===== src/rtl/branch_resolver.sv =====
// -----------------------------------------------------------------------------
// branch_resolver
//
// Execute-stage branch/jump resolution. Consumes the comparator's breq/brlt
// flags, drives the comparator's unsigned select, decides taken/not-taken,
// computes the target and issues a registered PC redirect to fetch under a
// valid/ready handshake. Younger instructions are squashed via flush_o for
// the redirect cycles plus a fixed post-handshake window. Running counts of
// legal conditional branches and taken conditional branches are kept.
//
// Ports
//   clk_i, rst_ni          clock, asynchronous active-low reset
//   valid_i                execute-stage instruction valid (ignored while busy)
//   opcode_i, funct3_i     instruction decode fields
//   pc_i, imm_i, rs1_i     PC, sign-extended immediate, rs1 data (JALR)
//   breq_i, brlt_i         comparator flags
//   brun_o                 comparator unsigned select (combinational)
//   redirect_valid_o/pc_o  redirect request to fetch
//   redirect_ready_i       fetch accepts redirect
//   flush_o                squash younger instructions
//   busy_o                 block is not idle
//   misalign_o             one-cycle pulse on a misaligned taken target
//   branch_cnt_o           accepted legal B-type count
//   taken_cnt_o            taken B-type count
// -----------------------------------------------------------------------------
module branch_resolver #(
    parameter int DWIDTH       = 32,
    parameter int AWIDTH       = 32,
    parameter int FLUSH_CYCLES = 2,
    parameter int CNT_WIDTH    = 32
) (
    input  logic                 clk_i,
    input  logic                 rst_ni,
    input  logic                 valid_i,
    input  logic [6:0]           opcode_i,
    input  logic [2:0]           funct3_i,
    input  logic [AWIDTH-1:0]    pc_i,
    input  logic [DWIDTH-1:0]    imm_i,
    input  logic [DWIDTH-1:0]    rs1_i,
    input  logic                 breq_i,
    input  logic                 brlt_i,
    output logic                 brun_o,
    output logic                 redirect_valid_o,
    output logic [AWIDTH-1:0]    redirect_pc_o,
    input  logic                 redirect_ready_i,
    output logic                 flush_o,
    output logic                 busy_o,
    output logic                 misalign_o,
    output logic [CNT_WIDTH-1:0] branch_cnt_o,
    output logic [CNT_WIDTH-1:0] taken_cnt_o
);

    localparam logic [6:0] OP_BRANCH = 7'b1100011;
    localparam logic [6:0] OP_JAL    = 7'b1101111;
    localparam logic [6:0] OP_JALR   = 7'b1100111;

    // Counter must be able to hold FLUSH_CYCLES itself.
    localparam int FCW = (FLUSH_CYCLES < 2) ? 1 : $clog2(FLUSH_CYCLES + 1);

    typedef enum logic [1:0] {
        S_IDLE     = 2'd0,
        S_REDIRECT = 2'd1,
        S_FLUSH    = 2'd2
    } state_e;

    // -------------------------------------------------------------------------
    // Operand sizing into the PC domain (target math is modulo 2^AWIDTH)
    // -------------------------------------------------------------------------
    logic [AWIDTH-1:0] imm_a;
    logic [AWIDTH-1:0] rs1_a;

    generate
        if (DWIDTH >= AWIDTH) begin : g_trunc
            assign imm_a = imm_i[AWIDTH-1:0];
            assign rs1_a = rs1_i[AWIDTH-1:0];
        end else begin : g_ext
            assign imm_a = {{(AWIDTH-DWIDTH){imm_i[DWIDTH-1]}}, imm_i};
            assign rs1_a = {{(AWIDTH-DWIDTH){1'b0}}, rs1_i};
        end
    endgenerate

    // -------------------------------------------------------------------------
    // Combinational decode: taken decision and target
    // -------------------------------------------------------------------------
    logic              is_branch;
    logic              br_legal;
    logic              br_cond;
    logic              taken;
    logic [AWIDTH-1:0] pc_rel;
    logic [AWIDTH-1:0] reg_rel;
    logic [AWIDTH-1:0] target;

    assign is_branch = (opcode_i == OP_BRANCH);

    // funct3[1] distinguishes BLTU/BGEU from BLT/BGE.
    assign brun_o = is_branch & funct3_i[1];

    always_comb begin
        br_legal = 1'b1;
        br_cond  = 1'b0;
        case (funct3_i)
            3'b000:          br_cond = breq_i;
            3'b001:          br_cond = ~breq_i;
            3'b100, 3'b110:  br_cond = brlt_i;
            3'b101, 3'b111:  br_cond = ~brlt_i;
            default: begin
                br_legal = 1'b0;
                br_cond  = 1'b0;
            end
        endcase
    end

    assign pc_rel  = pc_i + imm_a;
    assign reg_rel = rs1_a + imm_a;

    always_comb begin
        taken  = 1'b0;
        target = pc_rel;
        case (opcode_i)
            OP_BRANCH: taken = br_legal & br_cond;
            OP_JAL:    taken = 1'b1;
            OP_JALR: begin
                taken  = 1'b1;
                target = {reg_rel[AWIDTH-1:1], 1'b0};
            end
            default:   taken = 1'b0;
        endcase
    end

    // -------------------------------------------------------------------------
    // Control FSM with registered outputs
    // -------------------------------------------------------------------------
    state_e            state_q;
    logic [FCW-1:0]    fcnt_q;
    logic              rvalid_q;
    logic [AWIDTH-1:0] rpc_q;
    logic              flush_q;
    logic              misalign_q;
    logic              accept;

    assign accept = valid_i & (state_q == S_IDLE);

    always_ff @(posedge clk_i or negedge rst_ni) begin
        if (!rst_ni) begin
            state_q    <= S_IDLE;
            fcnt_q     <= '0;
            rvalid_q   <= 1'b0;
            rpc_q      <= '0;
            flush_q    <= 1'b0;
            misalign_q <= 1'b0;
        end else begin
            // Misalign is a single-cycle pulse unless re-armed this cycle.
            misalign_q <= 1'b0;
            case (state_q)
                S_IDLE: begin
                    if (accept && taken) begin
                        if (target[1]) begin
                            // Misaligned target: report only, no redirect.
                            misalign_q <= 1'b1;
                        end else begin
                            state_q  <= S_REDIRECT;
                            rpc_q    <= target;
                            rvalid_q <= 1'b1;
                            flush_q  <= 1'b1;
                        end
                    end
                end
                S_REDIRECT: begin
                    if (redirect_ready_i) begin
                        rvalid_q <= 1'b0;
                        fcnt_q   <= FCW'(FLUSH_CYCLES);
                        state_q  <= S_FLUSH;
                    end
                end
                S_FLUSH: begin
                    // Leaving on the 1->0 step gives exactly FLUSH_CYCLES cycles here.
                    fcnt_q <= fcnt_q - FCW'(1);
                    if (fcnt_q <= FCW'(1)) begin
                        fcnt_q  <= '0;
                        flush_q <= 1'b0;
                        state_q <= S_IDLE;
                    end
                end
                default: begin
                    state_q  <= S_IDLE;
                    rvalid_q <= 1'b0;
                    flush_q  <= 1'b0;
                end
            endcase
        end
    end

    // -------------------------------------------------------------------------
    // Statistics counters (wrap naturally at 2^CNT_WIDTH)
    // -------------------------------------------------------------------------
    logic [CNT_WIDTH-1:0] branch_cnt_q, branch_cnt_d;
    logic [CNT_WIDTH-1:0] taken_cnt_q,  taken_cnt_d;

    always_comb begin
        branch_cnt_d = branch_cnt_q;
        taken_cnt_d  = taken_cnt_q;
        if (accept && is_branch && br_legal) begin
            branch_cnt_d = branch_cnt_q + CNT_WIDTH'(1);
            if (br_cond) begin
                taken_cnt_d = taken_cnt_q + CNT_WIDTH'(1);
            end
        end
    end

    always_ff @(posedge clk_i or negedge rst_ni) begin
        if (!rst_ni) begin
            branch_cnt_q <= '0;
            taken_cnt_q  <= '0;
        end else begin
            branch_cnt_q <= branch_cnt_d;
            taken_cnt_q  <= taken_cnt_d;
        end
    end

    // -------------------------------------------------------------------------
    // Outputs
    // -------------------------------------------------------------------------
    assign redirect_valid_o = rvalid_q;
    assign redirect_pc_o    = rpc_q;
    assign flush_o          = flush_q;
    assign busy_o           = (state_q != S_IDLE);
    assign misalign_o       = misalign_q;
    assign branch_cnt_o     = branch_cnt_q;
    assign taken_cnt_o      = taken_cnt_q;

endmodule


===== config.mk =====
export PLATFORM = sky130hd
export DESIGN_NAME = branch_resolver
export DESIGN_NICKNAME = d
export VERILOG_FILES = /design/src/rtl/branch_resolver.sv
export SDC_FILE = /design/constraint.sdc
export NUM_CORES = 1
export LEC_CHECK = 0
export BUFFER_PORTS_ARGS = -buffer_cell sky130_fd_sc_hd__buf_2
export CAP_MARGIN = 20
export CORE_UTILIZATION = 34
export CTS_CLUSTER_DIAMETER = 80
export DETAILED_ROUTE_END_ITERATION = 12
export GPL_TIMING_DRIVEN = 0
export SETUP_SLACK_MARGIN = 0.3
export SLEW_MARGIN = 20
export SYNTH_ARGS = -nofsm -noshare
export SYNTH_HDL_FRONTEND = slang
export SYNTH_SLANG_ARGS = --single-unit

===== constraint.sdc =====
create_clock -name clk_i -period 3.3 [get_ports clk_i]
set_input_delay 0.825 -clock clk_i [delete_from_list [all_inputs] [get_ports clk_i]]
set_output_delay 0.825 -clock clk_i [all_outputs]
set_load 0.05 [all_outputs]

==> flow_summary.yaml <==
place:
  place.gp.congestion: 0.898
  placed_area_um2: 9050
  dp_hpwl_um: 17200
  port_buffers: 211
  preCtsSetupSlack_ns: -0.418
sta:
  slew_viol_final: 0
  fin_ws_ns: 0.234
  grt_setup_unrepaired: "yes"
  fin_crit_ns: 3.07
  clock.fmax_mhz: 326
  skew_ns: 0.0115
  finalCritPeriodShare_pct: 92.9
  tightest_slew_ns: 0.528
  max-slew-margin-rel_pct: 64.7
  fin_hold_ws_ns: 0.382
  final_hold_viol_count: 0
  finalSetupViolCount: 0
yosys:
  yosysWarnings: 0
  synth.avg_cell_area_um2: 8.82
  synth_seq_cells: 102
  synth_top_flop_cell: "dfrtp_1"
  synthCells: 857
  synth-edff-count: 0
  synthArstFlopShare_pct: 100
  synth_cell_types: 67
  syn_nets: 1034
  yosysSeqAreaShare_pct: 33.8
  netlist_area_um2: 7560
detailed_routing:
  vias: 7177
  drtIter0Drc: 315
  routed_wl_um: 21500
  ant_nets: 0
  detail_route.wl_per_cell_um: 15.6
  drc: 0
  drt_pass1_iterations: 5
  via_per_inst: 5.20
min_path:
  hp-class: "in2async"
floorplanning:
  fp.dieH_um: 151
  start_util_pct: 34.6
  dieWidth_um: 151
  placementRows: 54
  ioPinCount: 213
  core_um2: 21800
  dieArea_um2: 22800
setup_path:
  endpoint_kind: "register"
  cp_cell_sequence: "buf_6 -> and2_4 -> fa_2 -> a21oi_4 -> o22ai_4 -> a21oi_4 -> a211oi_4 -> o41ai_4 -> buf_4 -> o21ai_1 -> a21oi_2 -> xor2_1 -> a221oi_1"
  r2r_cells: 10
  r2r-end: "branch_cnt_o[26]"
  timing.rr.start: "state_q[0]"
  cpMaxStageDelayCell: "o41ai_4"
  slowest_delay_ns: 0.45
  critPathKind: "in2reg"
  start_kind: "input pin"
  critical_path_required_ns: 3.54
  r2r_slack_ns: 0.66
  crit_top_cell: "a21oi_4"
  crit_arrival_ns: 3.30
  critPathTopFamily: "compound AO/OA/AOI/OAI gates"
  cp_num_buf_inv: 2
  crit_fanout: 3
power_and_ir_drop:
  pwr_density_cell_nw_per_um2: 379
  max-vdd-ir-drop_uv: 213
  leakagePower_uw: 0.00488
clocking:
  cts_tree: "yes"
  postCtsHoldBufs: 0
  clock_path_buffers: 2
  cts_htree_levels: 3
  cts_buffers: 9
  clkTransAtPathRegs_ns: 0.07
  clock-sinks: 102
  cts_root_buf: "clkbuf_16"
  clock_latency_ns: 0.34
finish:
  layout_common_cells: "buf_2, dfrtp_1, nand2_1"
  diodes: 0
  fillers: 2135
  stdcell_area_um2: 9910
  area_delta_synth_final_pct: 31.2
  drive_gt1_share_pct: 29.7
  final_nets: 1272
  final_common_cell: "buf_2"
global_routing:
  grt_pass1_wl_um: 33000
  grt.total_usage_pct: 18.1
  grt_remaining_overflow: 0
  grt_max_degree: 65
  antenna_found_initial: 0
  grt_pass1_vias: 6742
run_status:
  status: "finished clean"
job:
  maxCapViolCount: 0
## registers in the layout (all words and copies together), names as in the netlist
signal	cells
redirect_pc_o	31
taken_cnt_o	32
state_q	2
redirect_valid_o	1
misalign_o	1
fcnt_q	2
flush_o	1
branch_cnt_o	32
## how the worst max path moves through the flow
stage / from / end / cells past startpoint
floorplan: imm_i[0] / redirect_pc_o[30] / 11
global placement: imm_i[2] / redirect_pc_o[21] / 11
detailed placement: imm_i[4] / redirect_pc_o[31] / 11
CTS: imm_i[4] / redirect_pc_o[31] / 11
global route: rs1_i[0] / redirect_pc_o[30] / 13
finish: imm_i[0] / redirect_pc_o[30] / 13
## cell type report
type	instances	area, µm²	share of cell area (%)
plain buffers	28	145	1.46
inverters	16	60.1	0.606
flip-flops and latches	102	2550	25.7
clock buffers	9	225	2.27
well taps	280	350	3.53
repair buffers	227	1210	12.3
clock inverters	7	63.8	0.644
multi-input cells	711	5300	53.5
## metal layers
layer / routed length [µm] / global-route usage [%] / vias up
met2: 10300 / 31.0 / 205
met1: 9910 / 24.1 / 3397
li1: - / - / 3556
met5: 0 / 0 / -
met4: 271 / 5.15 / 0
met3: 1030 / 1.96 / 19
## timing repair
| item | CTS | global route |
|---|---|---|
| pin swaps | 10 | 37 |
| setup endpoints to repair | 9 | 39 |
| buffers inserted | 5 | 10 |
| resized for setup | 12 | 85 |
## kinds of logic (layout without fill, tap and decap cells)
| family | Yosys count | in the layout | share of synthesized area [%] |
|---|---|---|---|
| simple gates | 289 | 289 | 18.9 |
| compound gates | 230 | 230 | 19.2 |
| xor+xnor | 121 | 121 | 14.0 |
| flops | 102 | 102 | 33.8 |
| fa+ha+maj | 65 | 65 | 11.0 |
| buf+inv | 44 | 287 | 2.45 |
| mux | 5 | 5 | 0.695 |
| other cells | 1 | 1 | 0.0496 |
## cells in the mapped netlist (all sizes together), types with 4 or more instances
library cell  count  area share (%)
and2              9            0.76
nand2b            8            0.76
a31oi            12            0.99
and4              5            0.58
a21o             18             1.8
nand3            43             2.8
a22oi             6            0.60
o221ai            4            0.46
a21oi            61             4.0
ha               63              10
o211ai            6            0.60
buf               9            0.71
o21a              7            0.70
nor3             13             1.0
o31ai             4            0.58
o21ai            69             4.6
xnor2            78             9.0
a211oi           13             1.4
xor2             43             5.0
nand2            96             4.9
and3             21             1.7
nor2             60             3.0
nor2b            10            0.83
dfrtp           102              34
inv              16            0.79
o21bai            6            0.60
nand4            14             1.2
clkbuf           19            0.94
## metrics by stage
stage	total power (µW)	setup TNS, ns	std cells	utilization [%]
global route	3960	0	1380	45.4
finish	3760	0	1380	45.4
detailed placement	2590	-2.41	1349	41.5
CTS	3680	0	1370	43.3
global placement	2580	-1.93	1348	41.3
floorplan	2230	0	857	-
## power breakdown
part           leakage (µW)  switching, µW  internal, µW
clock              0.000143            502           530
combinational       0.00333            855           509
sequential          0.00140           43.4          1320
total               0.00488           1400          2350
No activity file was read; power rests on OpenSTA's default activity.
